$ cat src/rtl/tlul_host_tempsense_poller.sv
// TL-UL initiator that runs one temperature-sensor conversion: reset pulse, SEL, enable, DONE polling,
// DOUT read, disable. Define TEMPSENSE_POLL_TIMEOUT_EN to give up after MaxPolls unsuccessful DONE reads.
module tlul_host_tempsense_poller #(
  parameter logic [31:0] BaseAddr = 32'h0,
  parameter logic [7:0]  SourceId = 8'd0,
  parameter int unsigned PollGap  = 16,
  parameter int unsigned MaxPolls = 1024
) (
  input  logic        clk_i,
  input  logic        rst_i,
  input  logic        start_i,
  input  logic [3:0]  conv_time_i,
  output logic        busy_o,
  output logic        done_o,
  output logic        err_o,
  output logic [23:0] dout_o,
  output logic        tl_a_valid_o,
  output logic [2:0]  tl_a_opcode_o,
  output logic [2:0]  tl_a_param_o,
  output logic [1:0]  tl_a_size_o,
  output logic [7:0]  tl_a_source_o,
  output logic [31:0] tl_a_address_o,
  output logic [3:0]  tl_a_mask_o,
  output logic [31:0] tl_a_data_o,
  output logic [13:0] tl_a_user_o,
  output logic        tl_d_ready_o,
  input  logic        tl_d_valid_i,
  input  logic [2:0]  tl_d_opcode_i,
  input  logic [2:0]  tl_d_param_i,
  input  logic [1:0]  tl_d_size_i,
  input  logic [7:0]  tl_d_source_i,
  input  logic        tl_d_sink_i,
  input  logic [31:0] tl_d_data_i,
  input  logic [13:0] tl_d_user_i,
  input  logic        tl_d_error_i,
  input  logic        tl_a_ready_i
);
  typedef enum logic [3:0] {
    S_IDLE, S_RST0, S_RST1, S_SEL, S_EN, S_POLL, S_GAP, S_DOUT, S_DIS, S_FIN
  } state_t;

  localparam logic [2:0] PUT_FULL = 3'd0;
  localparam logic [2:0] GET      = 3'd4;

  state_t      state_reg, state_next;
  logic        rsp_reg, rsp_next;
  logic [3:0]  conv_reg;
  logic        err_reg;
  logic [23:0] dout_reg;
  logic [31:0] gap_cnt_reg;
  logic [15:0] poll_cnt_reg;

  logic        in_access, is_write;
  logic [7:0]  offset;
  logic [31:0] wdata;
  logic        rsp_fire, rsp_err, gap_last, poll_timeout, timeout_hit;

  assign rsp_err  = tl_d_error_i | (tl_d_source_i != SourceId);
  assign rsp_fire = in_access & rsp_reg & tl_d_valid_i;
  assign gap_last = (gap_cnt_reg + 32'd1) >= PollGap;
`ifdef TEMPSENSE_POLL_TIMEOUT_EN
  assign poll_timeout = ({16'd0, poll_cnt_reg} + 32'd1) >= MaxPolls;
`else
  assign poll_timeout = 1'b0;
`endif
  assign timeout_hit = rsp_fire & (state_reg == S_POLL) & ~rsp_err & ~tl_d_data_i[0] & poll_timeout;

  always_ff @(posedge clk_i or posedge rst_i) begin
    if (rst_i) begin
      state_reg <= S_IDLE;
      rsp_reg   <= 1'b0;
    end else begin
      state_reg <= state_next;
      rsp_reg   <= rsp_next;
    end
  end

  always_ff @(posedge clk_i or posedge rst_i) begin
    if (rst_i) begin
      conv_reg     <= 4'd0;
      err_reg      <= 1'b0;
      dout_reg     <= 24'd0;
      gap_cnt_reg  <= 32'd0;
      poll_cnt_reg <= 16'd0;
    end else begin
      if (state_reg == S_IDLE && start_i) begin
        conv_reg     <= conv_time_i;
        poll_cnt_reg <= 16'd0;
      end else if (rsp_fire && state_reg == S_POLL && !rsp_err && poll_cnt_reg != 16'hFFFF) begin
        poll_cnt_reg <= poll_cnt_reg + 16'd1;
      end
      gap_cnt_reg <= (state_reg == S_GAP) ? gap_cnt_reg + 32'd1 : 32'd0;
      // The error flag is sticky for one conversion and dropped as FIN hands back to IDLE.
      if (state_reg == S_FIN) err_reg <= 1'b0;
      else if ((rsp_fire && rsp_err) || timeout_hit) err_reg <= 1'b1;
      if (rsp_fire && state_reg == S_DOUT && !rsp_err) dout_reg <= tl_d_data_i[23:0];
    end
  end

  always_comb begin
    state_next = state_reg;
    rsp_next   = rsp_reg;
    case (state_reg)
      S_IDLE: if (start_i) begin
        state_next = S_RST0;
        rsp_next   = 1'b0;
      end
      S_GAP: if (gap_last) begin
        state_next = S_POLL;
        rsp_next   = 1'b0;
      end
      S_FIN: state_next = S_IDLE;
      default: begin
        if (!rsp_reg) begin
          if (tl_a_ready_i) rsp_next = 1'b1;
        end else if (tl_d_valid_i) begin
          rsp_next = 1'b0;
          // Once enable may have been written the sensor is always switched off again.
          if (rsp_err) begin
            state_next = (state_reg == S_EN || state_reg == S_POLL || state_reg == S_DOUT) ? S_DIS : S_FIN;
          end else begin
            case (state_reg)
              S_RST0: state_next = S_RST1;
              S_RST1: state_next = S_SEL;
              S_SEL:  state_next = S_EN;
              S_EN:   state_next = S_POLL;
              S_POLL: begin
                if (tl_d_data_i[0])    state_next = S_DOUT;
                else if (poll_timeout) state_next = S_DIS;
                else if (PollGap == 0) state_next = S_POLL;
                else                   state_next = S_GAP;
              end
              S_DOUT:  state_next = S_DIS;
              default: state_next = S_FIN;
            endcase
          end
        end
      end
    endcase
  end

  always_comb begin
    in_access = 1'b1;
    is_write  = 1'b1;
    offset    = 8'h00;
    wdata     = 32'd0;
    case (state_reg)
      S_RST0:  offset = 8'h04;
      S_RST1:  begin offset = 8'h04; wdata = 32'd1; end
      S_SEL:   begin offset = 8'h08; wdata = {28'd0, conv_reg}; end
      S_EN:    begin offset = 8'h0C; wdata = 32'd1; end
      S_POLL:  begin offset = 8'h18; is_write = 1'b0; end
      S_DOUT:  begin offset = 8'h14; is_write = 1'b0; end
      S_DIS:   offset = 8'h0C;
      default: in_access = 1'b0;
    endcase
    busy_o         = (state_reg != S_IDLE);
    done_o         = (state_reg == S_FIN);
    err_o          = (state_reg == S_FIN) & err_reg;
    dout_o         = dout_reg;
    tl_a_valid_o   = in_access & ~rsp_reg;
    tl_d_ready_o   = in_access & rsp_reg;
    tl_a_opcode_o  = is_write ? PUT_FULL : GET;
    tl_a_param_o   = 3'd0;
    tl_a_size_o    = 2'd2;
    tl_a_source_o  = SourceId;
    tl_a_address_o = BaseAddr + {24'd0, offset};
    tl_a_mask_o    = 4'hF;
    tl_a_data_o    = wdata;
    tl_a_user_o    = 14'd0;
  end

  logic unused_tl;
  assign unused_tl = ^{tl_d_opcode_i, tl_d_param_i, tl_d_size_i, tl_d_sink_i, tl_d_user_i,
                       tl_d_data_i[31:24], MaxPolls};
endmodule

$ cat config.mk
export PLATFORM = sky130hd
export DESIGN_NAME = tlul_host_tempsense_poller
export DESIGN_NICKNAME = d
export VERILOG_FILES = /design/src/rtl/tlul_host_tempsense_poller.sv
export SDC_FILE = /design/constraint.sdc
export NUM_CORES = 1
export LEC_CHECK = 0
export BUFFER_PORTS_ARGS = -buffer_cell sky130_fd_sc_hd__buf_2
export CORE_ASPECT_RATIO = 0.9
export CORE_MARGIN = 5
export CORE_UTILIZATION = 43
export CTS_CLUSTER_SIZE = 14
export DETAILED_ROUTE_END_ITERATION = 12
export GPL_TIMING_DRIVEN = 0
export PLACE_DENSITY = 0.78
export SYNTH_ARGS = -nofsm -noshare
export SYNTH_HDL_FRONTEND = slang
export SYNTH_SLANG_ARGS = --single-unit
$ cat constraint.sdc
create_clock -name clk_i -period 2.57 [get_ports clk_i]
set_input_delay 0.6425 -clock clk_i [delete_from_list [all_inputs] [get_ports clk_i]]
set_output_delay 0.6425 -clock clk_i [all_outputs]
set_load 0.02 [all_outputs]
Word-level counts from Yosys, hierarchy flattened
Cells that the tools add are included.

Output and inout bits: 127. Bits in registers: 66. Word-level logic and storage cells: 68. Input bits: 73.

Reduce and logical (&&, ||, !) cells: 20. Order comparisons: 1. Equality and inequality tests: 11. Bitwise operators: 7. Muxes and demuxes: 22. $add $sub $neg: 1.

Operators by type and width (count): $add A32 B1 Y32 const B (1); $ge A32 B5 Y1 const B (1); $mux W32 (1); $pmux W5 S5 (1); $pmux W4 S6 (1); $mux W4 (5); $eq A4 B3 Y1 const B (4); $pmux W4 S3 (1); $reduce_bool A4 Y1 (3); $mux W1 (10); $eq A4 B2 Y1 const B (2); $eq A4 B4 Y1 const B (2); $pmux W4 S2 (1); $reduce_bool A8 Y1 (1); $reduce_or A2 Y1 (4); $reduce_or A7 Y1 (1); $and A1 B1 Y1 (4); $eq A4 B1 Y1 const B (1); $logic_and A1 B1 Y1 (4); $logic_not A4 Y1 (1); $ne A2 B2 Y1 const B (2); $reduce_and A4 Y1 (1); $mux W3 (1); $pmux W1 S3 (1); other kinds (6) (8).

Logic depth before layout (Yosys ltp)
Gate-level depths: netlist (run 1).

Depth in word-level cells: 8. Gate-level depth with buffers: 9. Depth with buffers taken out: 8.

Least setup slack after synthesis (run 1)
OpenSTA, ideal clock, no wires.

Kind: in2reg. Start point: input port tl_d_source_i[2]. End point: register dout_reg[0] (netlist: dout_o[0]). Cell stages on the path: 6. Arrival time: 2.354 ns. Library setup time: 0.125 ns. Required time: 2.445 ns. Slack: 0.091 ns. Cells stage by stage: nor4_1 -> nand3_1 -> or4_1 -> clkbuf_1 -> clkbuf_1 -> mux2_2.

Longest elaborated chain between the ends: 4.

Ends and longest elaborated chain: start: declaration (line 31) `input logic [7:0] tl_d_source_i,`; $reduce_bool A8 Y1 (line 58) `assign rsp_err = tl_d_error_i | (tl_d_source_i != SourceId);`; $or A1 B1 Y1 (line 58); $logic_not A1 Y1 (line 96) `if (rsp_fire && state_reg == S_DOUT && !rsp_err) dout_reg <= tl_d_data_i[23:0];`; $logic_and A1 B1 Y1 (line 96); end signal: assignment (line 96); end: declaration (line 49) `logic [23:0] dout_reg;`.

No other way between the ends. A chain may end at the register's enable or synchronous reset.

Worst setup path in the final report (run 1)
Start point: register gap_cnt_reg[1]. End point: register state_reg[1].

Longest elaborated chain between the ends: 4.

Ends and longest elaborated chain: start: declaration (line 50) `logic [31:0] gap_cnt_reg;`; start signal: assignment (line 92) `gap_cnt_reg <= (state_reg == S_GAP) ? gap_cnt_reg + 32'd1 : 32'd0;`; $add A32 B1 Y32 (line 60) `assign gap_last = (gap_cnt_reg + 32'd1) >= PollGap;`; $ge A32 B5 Y1 (line 60); $ne A2 B2 Y1 (no source line); $reduce_and A4 Y1 (no source line); end signal: assignment (line 73) `state_reg <= state_next;`; end: declaration (line 45) `state_t state_reg, state_next;`.

No other way between the ends.

==> results.md, run 1 <==
- Largest area contributor in the netlist: dfrtp_1
- I/O pin cnt: 200
- CP max FO: 5
- CP endpoint kind: flip-flop
- Status: finished, violations left
- Final GP Congestion: 0.895
- Grt total ovfl: 0
- Main combinational cell family by area after synthesis: simple AND/OR/NAND/NOR gates
- Post-CTS Hold Buffers: 0
- Final net count: 726
- Met1 Use GR: 19.1%
- Tcrit/Tclk final: 101%
- Peak Freq: 384 MHz
- Fraction of layout cells with a size suffix above 1: 38.1%
- Post-detail-place hpwl: 7.14 mm
- Grt peak-use layer: met2
- Final ANT Viol Nets: 0
- Synth area leaders: dfrtp_1 (39%), buf_4 (16%), mux2_2 (7.6%)
- Met3 global-route usage: 4.34%
- Critical path's slowest cell: or4_4
- Post-Syn Area: 4270 um^2
- Hold Violations, Final: 0
- Skew final: 9.72 ps
- DIE AREA: 12,000 um^2
- Die Y: 105 um
- Simple-gate portion of the synthesized area: 20.3%
- Peak supply drop: 0.000379 V
- Routed wire length: 9.52 mm
- Share of power burned in registers: 40.0%
- Worst Max-Slew Pin Slew: 536 ps
- Max Cap Viol: 0
- Yosys reg bits: 66
- Multiplexer area fraction after synthesis: 8.11%
- Relative slew margins: 64.2%
- First-pass DRT Iterations: 4
- Clk network pwr share: 31.6%
- ANT cells: 0
- Pwr Density: 531 nW/um^2
- Root buffer selected by CTS: clkbuf_8
- Gate power share: 28.4%
- Setup CP Type: flip-flop to flip-flop
- Synth Area in Adders: 0.293%
- Num rows: 34
- Reg2Reg Depth: 8
- DRC viols: 0
- First-pass GRT wire length: 15.8 mm
- Worst-Skew Late Latency: 350 ps
- Mapped Cells: 470
- CP Data Arrival Time: 2890 ps
- H-tree level count: 3
- Num Clock Sinks: 66
- Final std cells w/o fill: 783
- Synth Warn #: 0
- Post-synth EDFFs: 0
- Sw Pwr: 1.02 mW
- RR Startpoint: gap_cnt_reg[1]
- Critical Path Max Stage Delay: 590 ps
- WP data required: 2860 ps
- Synth top area share: 38.7%
- Via count: 3,605
- Internal reg-to-reg setup slack: -40 ps
- Startpoint Class: flip-flop
- Ys async rst share: 100%
- Synth cell types: 51
- Met2 usage: 26.9%
- CTS Buffer Depth: 2
- Setup violations, final: 3
- Vias in the first global route: 3,450
- Int Pwr: 1.90 mW
- Xor/xnor share of the synthesized area: 6.56%
- Core area: 9700 um^2
- Post-synthesis sequential area ratio: 38.7%
- Die W: 115 um
- Synth Area in Compound Gates: 6.94%
- Syn-to-layout area delta: 29.0%
- Largest net degree at the start of global routing: 43
- Ys flop type: dfrtp_1
- Syn Area/Cell: 9.09 um^2
- TritonCTS clock tree: yes
- Max-slew violation total from the final report: 0
- Iteration-0 DRC Markers: 165
- Post-DR wirelength/cell: 12.2 um
- Failing checks: setup timing
- Crit-path cells: ha_4 -> nand4_4 -> or4_4 -> or3_4 -> o311ai_2 -> nand4b_1 -> nor4_4 -> a221o_2
- Initial antenna violation count: 0
- Reg clk slew, reported paths: 80 ps
- Num CTS Buffers: 9
- Post-Place Cells: 763
- Vias/cell: 4.60
- Max FFs per register: 32
- Lkg Pwr: 2.90 nW
- Fin worst setup slack: -36.8 ps
- I/O Buffers: 78
- Critical path startpoint: gap_cnt_reg[1]
- DP Area: 5170 um^2
- Net Sw Frac: 35.0%
- All-Layer GR Usage: 15.9%
- RSZ-0062 raised after global routing: yes
- Type of the most critical hold path: primary input to asynchronous set/reset pin
- Final Critical Period: 2610 ps
- Initial core utilization: 44.1%
- Non-Filler Cell Area, Final: 5510 um^2
[synth_stat cells, types with 2 or more instances]
library cell	count
nand2_1	26
nor4_2	2
nand4_1	12
mux2_2	29
a21o_1	3
o21ai_0	12
nor4b_1	2
xnor2_1	15
inv_1	8
nand3_1	20
and4_1	3
o22ai_1	5
a21oi_1	12
nor2_1	65
nand4b_1	3
nor3_1	3
a211o_1	2
and3_1	7
or3_1	5
nor4_1	3
dfrtp_1	66
mux2i_1	2
conb_1	2
nand2b_1	3
xor2_1	17
buf_2	5
a31oi_1	2
clkbuf_1	19
a22oi_1	3
buf_4	91
and2_1	3
[kinds of logic after synthesis]
logic type | count (synthesis)
AO/OA/AOI/OAI | 47
other | 2
buffers and inverters | 123
XOR/XNOR | 32
multiplexers | 31
AND/OR/NAND/NOR | 168
adder cells (fa/ha/maj) | 1
flip-flops | 66
[power by group through the flow]
| stage | Clock (mW) | Sequential, mW | Combinational (mW) |
|---|---|---|---|
| global route | 0.990 | 1.18 | 0.913 |
| detailed placement | 0 | 1.17 | 0.829 |
| CTS | 0.952 | 1.15 | 0.836 |
| global placement | 0 | 1.16 | 0.803 |
| finish | 0.925 | 1.17 | 0.831 |
| floorplan | 0 | 1.15 | 0.656 |
[final timing paths]
check / to
max reg2reg: state_reg[1]
min reg2reg: dout_o[4]
max in group asynchronous: gap_cnt_reg[29]
max: state_reg[1]
min: dout_o[15]
min in group clk_i: dout_o[4]
[layer usage]
metal / wire (um) / share of wire (%)
met1: 3780 / 40
met2: 4770 / 50
met3: 784 / 8.2
met4: 185 / 1.9
met5: 0 / 0
[critical path, delay by kind of cell, from the launching register on]
kind,cells,cell delay (ps)
AND/OR/NAND/NOR,5,1700
flip-flops,1,410
AO/OA/AOI/OAI,2,250
adder cells (fa/ha/maj),1,180
[area by class of cell]
class / count / area, um^2
Sequential cell: 66 / 1650
Multi-Input combinational cell: 369 / 2220
Tap cell: 126 / 158
Buffer: 112 / 777
Timing Repair Buffer: 86 / 463
Fill cell: 864 / 4190
Inverter: 8 / 30.0
Clock inverter: 7 / 83.8
Clock buffer: 9 / 124
[layout by cell type (no fill, tap or decap), types with 3 or more instances in the layout]
master,instances
and4_1,3
inv_6,3
or3_1,4
buf_4,99
o22ai_1,5
inv_1,7
dfrtp_1,66
o21ai_0,12
nor2_1,64
nor3_1,3
nand2b_1,3
xnor2_1,15
conb_1,90
mux2_2,29
xor2_1,17
nand2_1,26
nand3_1,19
buf_2,82
a21oi_1,12
and3_1,7
a22oi_1,3
and2_1,3
clkbuf_2,5
clkbuf_1,11
nand4b_1,3
a21o_1,3
clkbuf_8,9
nand4_1,12
[timing repair]
item / in CTS / in global routing
setup endpoints to repair: 6 / 29
pin swaps: 2 / 6
resized for setup: 8 / 15
setup buffers: 3 / 4
hold endpoints to repair: 0 / 0
[stage by stage]
step / setup slack, ps / power (mW) / setup TNS, ps / hold WS, ps / util, %
floorplan: 91.1 / 1.81 / 0 / 453 / -
global placement: -433 / 1.97 / -34280 / 472 / 53.1
detailed placement: -319 / 2.00 / -6640 / 482 / 53.3
CTS: 4.37 / 2.94 / 0 / 319 / 56.2
global route: -128 / 3.09 / -350 / 355 / 56.8
finish: -36.8 / 2.93 / -90.1 / 324 / 56.8
Power figures use the tool's default switching activity.
==> inputs of run 2 (changes only) <==
Settings changed: CTS_BUF_LIST set to sky130_fd_sc_hd__clkbuf_16.
==> run 2 against run 1 <==
Net effect: the run still ends with setup timing left; combinational power about the same; die area unchanged; total power increased by 12%; largest cell class unchanged; largest power group is now clock.
==> results.md, run 2 (same netlist as run 1, synthesis figures left out) <==
- Status: finished, violations left (unchanged)
- Failing checks: setup timing (unchanged)
- Syn-to-layout area delta: 31.7% (was 29.0%)
- RSZ-0062 raised after global routing: yes (unchanged)
- Critical path startpoint: gap_cnt_reg[1] (unchanged)
- CP Data Arrival Time: 2870 ps (was 2890 ps)
- Fraction of layout cells with a size suffix above 1: 37.9% (was 38.1%)
- Pwr Density: 582 nW/um^2 (was 531 nW/um^2)
- CP endpoint kind: flip-flop (unchanged)
- Final core occ: 58.0% (was 56.8%)
- I/O pin cnt: 200 (unchanged)
- Final GP Congestion: 0.895 (unchanged)
- Reg clk slew, reported paths: 60 ps (was 80 ps)
- Num rows: 34 (unchanged)
- Startpoint Class: flip-flop (unchanged)
- Max-slew violation total from the final report: 0 (unchanged)
- Vias/cell: 4.61 (was 4.60)
- TritonCTS clock tree: yes (unchanged)
- Commonest non-fill, non-tap cell in the layout: buf_4 (unchanged)
- DRC viols: 0 (unchanged)
- Num CTS Buffers: 9 (unchanged)
- Max FFs per register: 32 (unchanged)
- ANT cells: 0 (unchanged)
- CP max FO: 4 (was 5)
- First-pass DRT Iterations: 4 (unchanged)
- Worst-Skew Late Latency: 330 ps (was 350 ps)
- Internal reg-to-reg setup slack: -30 ps (was -40 ps)
- Setup CP Type: flip-flop to flip-flop (unchanged)
- Vias in the first global route: 3,484 (was 3,450)
- Most frequent cells in the layout: buf_4 (101), conb_1 (90), buf_2 (82), dfrtp_1 (66), nor2_1 (65) (was buf_4 (99), conb_1 (90), buf_2 (82), dfrtp_1 (66), nor2_1 (64))
- Iteration-0 DRC Markers: 161 (was 165)
- Post-DR wirelength/cell: 12.6 um (was 12.2 um)
- Root buffer selected by CTS: clkbuf_16 (was clkbuf_8)
- Fin worst setup slack: -33.5 ps (was -36.8 ps)
- All-Layer GR Usage: 16.3% (was 15.9%)
- CTS Buffer Depth: 2 (unchanged)
- Reg-to-Reg End: state_reg[1] (unchanged)
- Via count: 3,622 (was 3,605)
- I/O Buffers: 78 (unchanged)
- Worst Max-Slew Pin Slew: 529 ps (was 536 ps)
- Post-detail-place hpwl: 7.14 mm (unchanged)
- Final Critical Period: 2600 ps (was 2610 ps)
- Type of the most critical hold path: primary input to asynchronous set/reset pin (unchanged)
- Tcrit/Tclk final: 101% (about the same)
- Setup violations, final: 3 (unchanged)
- Die W: 115 um (unchanged)
- RR Startpoint: gap_cnt_reg[1] (unchanged)
- End of the critical path: state_reg[1] (unchanged)
- Core area: 9700 um^2 (unchanged)
- Peak Freq: 384 MHz (about the same)
- Reg2Reg Depth: 8 (unchanged)
- Initial antenna violation count: 0 (unchanged)
- Die Y: 105 um (unchanged)
- Routed wire length: 9.89 mm (was 9.52 mm)
- WP data required: 2830 ps (was 2860 ps)
- Lkg Pwr: 2.95 nW (was 2.90 nW)
- H-tree level count: 3 (unchanged)
- Grt total ovfl: 0 (unchanged)
- Tot Pwr: 3.28 mW (was 2.93 mW)
- Skew final: 8.17 ps (was 9.72 ps)
- DIE AREA: 12,000 um^2 (unchanged)
- Area of the multi-input gates: 2220 um^2 (about the same)
- Final net count: 729 (was 726)
- First-pass GRT wire length: 16.3 mm (was 15.8 mm)
- Relative slew margins: 64.7% (was 64.2%)
- Final ANT Viol Nets: 0 (unchanged)
- Filler cells: 833 (was 864)
- Num Clock Sinks: 66 (unchanged)
- Hold Violations, Final: 0 (unchanged)
- Initial core utilization: 44.1% (unchanged)
- Post-CTS Hold Buffers: 0 (unchanged)
- Largest net degree at the start of global routing: 43 (unchanged)
- Peak supply drop: 0.000371 V (was 0.000379 V)
- Register area: 1650 um^2 (unchanged)
- Max Cap Viol: 0 (unchanged)
==> run 2: changes by cell type in the layout (fill, tap and decap cells not counted), sizes merged <==
| cell | delta |
|---|---|
| clkbuf | +1 |
| buf | +2 |
==> run 2: report_power, final <==
part | switching [mW] | total [mW] | internal (mW)
Combinational | 0.500 | 0.832 | 0.332
Clock | 0.503 | 1.27 | 0.770
Sequential | 0.0686 | 1.17 | 1.10
==> run 2: what timing repair did <==
action | CTS | global route
pin swaps | 2 | 6
endpoints found under the setup margin | 5 | 28
resized for setup | 7 | 14
buffers inserted | 3 | 6
==> run 2: layout make-up <==
class / instances / area share (%)
multi-input cells: 369 / 39.5
flip-flops and latches: 66 / 29.3
clock inverters: 7 / 1.49
clock buffers: 9 / 4.00
inverters: 8 / 0.534
plain buffers: 113 / 13.9
repair buffers: 88 / 8.49
well taps: 126 / 2.80
==> run 2: routing by layer <==
metal  vias up  track usage (%)  part of all wire, %  wire length (um)
li1       1785                -                    -                 -
met1      1692             19.6                   39              3890
met2       136             28.5                   51              5090
met3         9             3.76                  8.0               789
met4         0             5.28                  1.2               122
met5         -                0                    0                 0
==> run 2: worst min path at each step <==
stage	from	endpoint	slack (ps)
after floorplan	gap_cnt_reg[0]	gap_cnt_reg[0]	450
after global placement	gap_cnt_reg[0]	gap_cnt_reg[0]	470
after detailed placement	gap_cnt_reg[0]	gap_cnt_reg[0]	480
after CTS	rst_i	dout_o[15]	360
after global routing	rst_i	dout_o[15]	400
final	rst_i	dout_o[15]	350
==> run 2: worst max-delay path: stages, from the launching register on <==
cell and delay, ps:
dfrtp_1 410, ha_4 180, nand4_4 120, or4_4 580, or3_4 390, o311ai_2 80, nand4b_1 190, nor4_4 410
a221o_2 170
==> run 2: through the flow <==
stage / hold slack (ps) / TNS (ps) / cells / setup WS, ps / instance area, um^2
after floorplan: 453 / 0 / 558 / 91.1 / 4600
after global placement: 472 / -34280 / 762 / -433 / 5150
after detailed placement: 482 / -6640 / 763 / -319 / 5170
after CTS: 361 / 0 / 782 / 4.00 / 5550
after global routing: 397 / -307 / 786 / -111 / 5630
final: 348 / -87.5 / 786 / -33.5 / 5630
==> inputs of run 3 (changes only) <==
Settings changed: BUFFER_PORTS_ARGS -buffer_cell sky130_fd_sc_hd__buf_2 to -buffer_cell sky130_fd_sc_hd__buf_4, CORE_MARGIN 5 to 10.
Clock period 2.57 ns to 2.2 ns, I/O delays scaled along.
==> run 3 against run 2 <==
Net effect: the run still ends with setup timing left; total power up 21%; combinational power grew 29%; design area grew 7.6%.
==> results.md, run 3 (same netlist as run 1, synthesis figures left out) <==
- Max FFs per register: 32 (unchanged)
- Int Pwr: 2.75 mW (was 2.21 mW)
- Post-CTS Hold Buffers: 0 (unchanged)
- Final core occ: 62.4% (was 58.0%)
- All-Layer GR Usage: 14.8% (was 16.3%)
- Vias/cell: 4.63 (was 4.61)
- Tot Pwr: 3.98 mW (was 3.28 mW)
- I/O pin cnt: 200 (unchanged)
- Post-detail-place hpwl: 8.43 mm (was 7.14 mm)
- Largest net degree at the start of global routing: 38 (was 43)
- Peak supply drop: 0.000486 V (was 0.000371 V)
- CP endpoint kind: flip-flop (unchanged)
- Worst Max-Slew Pin Slew: 644 ps (was 529 ps)
- Num CTS Buffers: 9 (unchanged)
- Max-slew violation total from the final report: 0 (unchanged)
- Routed wire length: 11.3 mm (was 9.89 mm)
- Vias in the first global route: 3,477 (was 3,484)
- Fin worst setup slack: -293 ps (was -33.5 ps)
- Share of power burned in registers: 34.5% (was 35.8%)
- Max Cap Viol: 0 (unchanged)
- Setup violations, final: 4 (was 3)
- ANT cells: 0 (unchanged)
- Hold Violations, Final: 0 (unchanged)
- First-pass DRT Iterations: 4 (unchanged)
- Lkg Pwr: 3.07 nW (was 2.95 nW)
- Clk network pwr share: 38.5% (was 38.8%)
- Skew final: 7.99 ps (was 8.17 ps)
- RSZ-0062 raised after global routing: yes (unchanged)
- I/O Buffers: 78 (unchanged)
- Relative slew margins: 57.0% (was 64.7%)
- Final Critical Period: 2490 ps (was 2600 ps)
- Failing checks: setup timing (unchanged)
- CTS Buffer Depth: 2 (unchanged)
- Post-DR wirelength/cell: 14.2 um (was 12.6 um)
- Sw Pwr: 1.23 mW (was 1.07 mW)
- Final net count: 740 (was 729)
- Commonest non-fill, non-tap cell in the layout: buf_4 (unchanged)
- H-tree level count: 3 (unchanged)
- Setup CP Type: flip-flop to flip-flop (unchanged)
- Num Clock Sinks: 66 (unchanged)
- Final GP Congestion: 0.876 (was 0.895)
- Initial antenna violation count: 0 (unchanged)
- Status: finished, violations left (unchanged)
- Via count: 3,691 (was 3,622)
- DRC viols: 0 (unchanged)
- Gate power share: 27.0% (was 25.4%)
- Die W: 125 um (was 115 um)
- First-pass GRT wire length: 17.5 mm (was 16.3 mm)
- CP max FO: 3 (was 4)
- Syn-to-layout area delta: 41.7% (was 31.7%)
- Num rows: 34 (unchanged)
- Final ANT Viol Nets: 0 (unchanged)
- TritonCTS clock tree: yes (unchanged)
- Core area: 9700 um^2 (unchanged)
- Grt total ovfl: 0 (unchanged)
- DIE AREA: 14,300 um^2 (was 12,000 um^2)
- Startpoint Class: flip-flop (unchanged)
- Initial core utilization: 44.1% (unchanged)
- Pwr Density: 657 nW/um^2 (was 582 nW/um^2)
- Type of the most critical hold path: primary input to asynchronous set/reset pin (unchanged)
- Worst hold margin: 303 ps (was 348 ps)
- Root buffer selected by CTS: clkbuf_16 (unchanged)
- Iteration-0 DRC Markers: 151 (was 161)
- Net Sw Frac: 30.8% (was 32.7%)
- WP data required: 2410 ps (was 2830 ps)
- Worst-Skew Late Latency: 340 ps (was 330 ps)
- Fraction of layout cells with a size suffix above 1: 42.2% (was 37.9%)
- CP Data Arrival Time: 2700 ps (was 2870 ps)
- Filler cells: 781 (was 833)
- Peak Freq: 401 MHz (was 384 MHz)
- Most frequent cells in the layout: buf_4 (193), conb_1 (90), nor2_1 (63), dfrtp_1 (54), mux2_2 (29) (was buf_4 (101), conb_1 (90), buf_2 (82), dfrtp_1 (66), nor2_1 (65))
- Tcrit/Tclk final: 113% (was 101%)
- Reg clk slew, reported paths: 60 ps (about the same)
- Die Y: 115 um (was 105 um)
==> run 3: changes by cell type in the layout (fill, tap and decap cells not counted), sizes merged <==
cell      previous run  this run
buf                184       199
inv                 12         9
clkinv               1         2
clkbuf              26        22
clkinvlp             1         2
bufinv               1         2
==> run 3: final cells by class <==
type	count	area, um^2	share of cell area [%]
Buffer	111	825	13.6
Clock buffer	9	225	3.72
Clock inverter	7	93.8	1.55
Inverter	8	33.8	0.558
Multi-Input combinational cell	369	2280	37.7
Sequential cell	66	1670	27.5
Tap cell	126	158	2.60
Timing Repair Buffer	101	771	12.7
==> run 3: timing repair <==
| item | in CTS | in global routing |
|---|---|---|
| resized for setup | 26 | 26 |
| pin swaps | 10 | 13 |
| endpoints found under the setup margin | 10 | 32 |
| setup buffers | 11 | 11 |
==> run 3: worst paths after layout <==
| path | cells past startpoint | end | slack [ps] | start |
|---|---|---|---|---|
| max in group asynchronous | 3 | gap_cnt_reg[2] | 1280 | rst_i |
| hold / removal | 2 | dout_o[4] | 300 | rst_i |
| setup reg to reg | 8 | state_reg[0] | -290 | gap_cnt_reg[1] |
| hold reg to reg | 1 | conv_reg[2] | 500 | conv_reg[2] |
| min in group clk_i | 2 | conv_reg[2] | 440 | conv_time_i[2] |
| setup / recovery | 8 | state_reg[0] | -290 | gap_cnt_reg[1] |
==> run 3: critical path: stages, from the launching register on <==
cell	delay [ps]
dfrtp_1	380
ha_4	170
nand4_4	70
or4_4	530
or3_4	410
o311ai_2	90
nand4b_1	190
nor4_4	420
o31ai_1	100
==> run 3: stage by stage <==
step,worst slack (ps),TNS [ps],std cells,cell area [um^2]
after global routing,-435,-1620,797,6050
after floorplan,-76.1,-224,558,4660
final,-293,-906,797,6050
after CTS,-212,-662,787,5900
after detailed placement,-599,-8530,763,5420
after global placement,-554,-7510,762,5400
==> run 3: power by group through the flow <==
stage	Clock (mW)	Sequential, mW	Combinational, mW
final	1.53	1.37	1.07
after global routing	1.61	1.38	1.18
after detailed placement	0	1.36	1.04
after global placement	0	1.36	1.02
after floorplan	0	1.35	0.771
after CTS	1.56	1.37	1.05
==> run 3: metal layers <==
metal  routed length (um)  GRT usage (%)  part of all wire [%]
met1                 4570           17.5                    40
met5                    0              0                     0
met4                  183           5.14                   1.6
met2                 5740           25.2                    51
met3                  829           4.35                   7.3
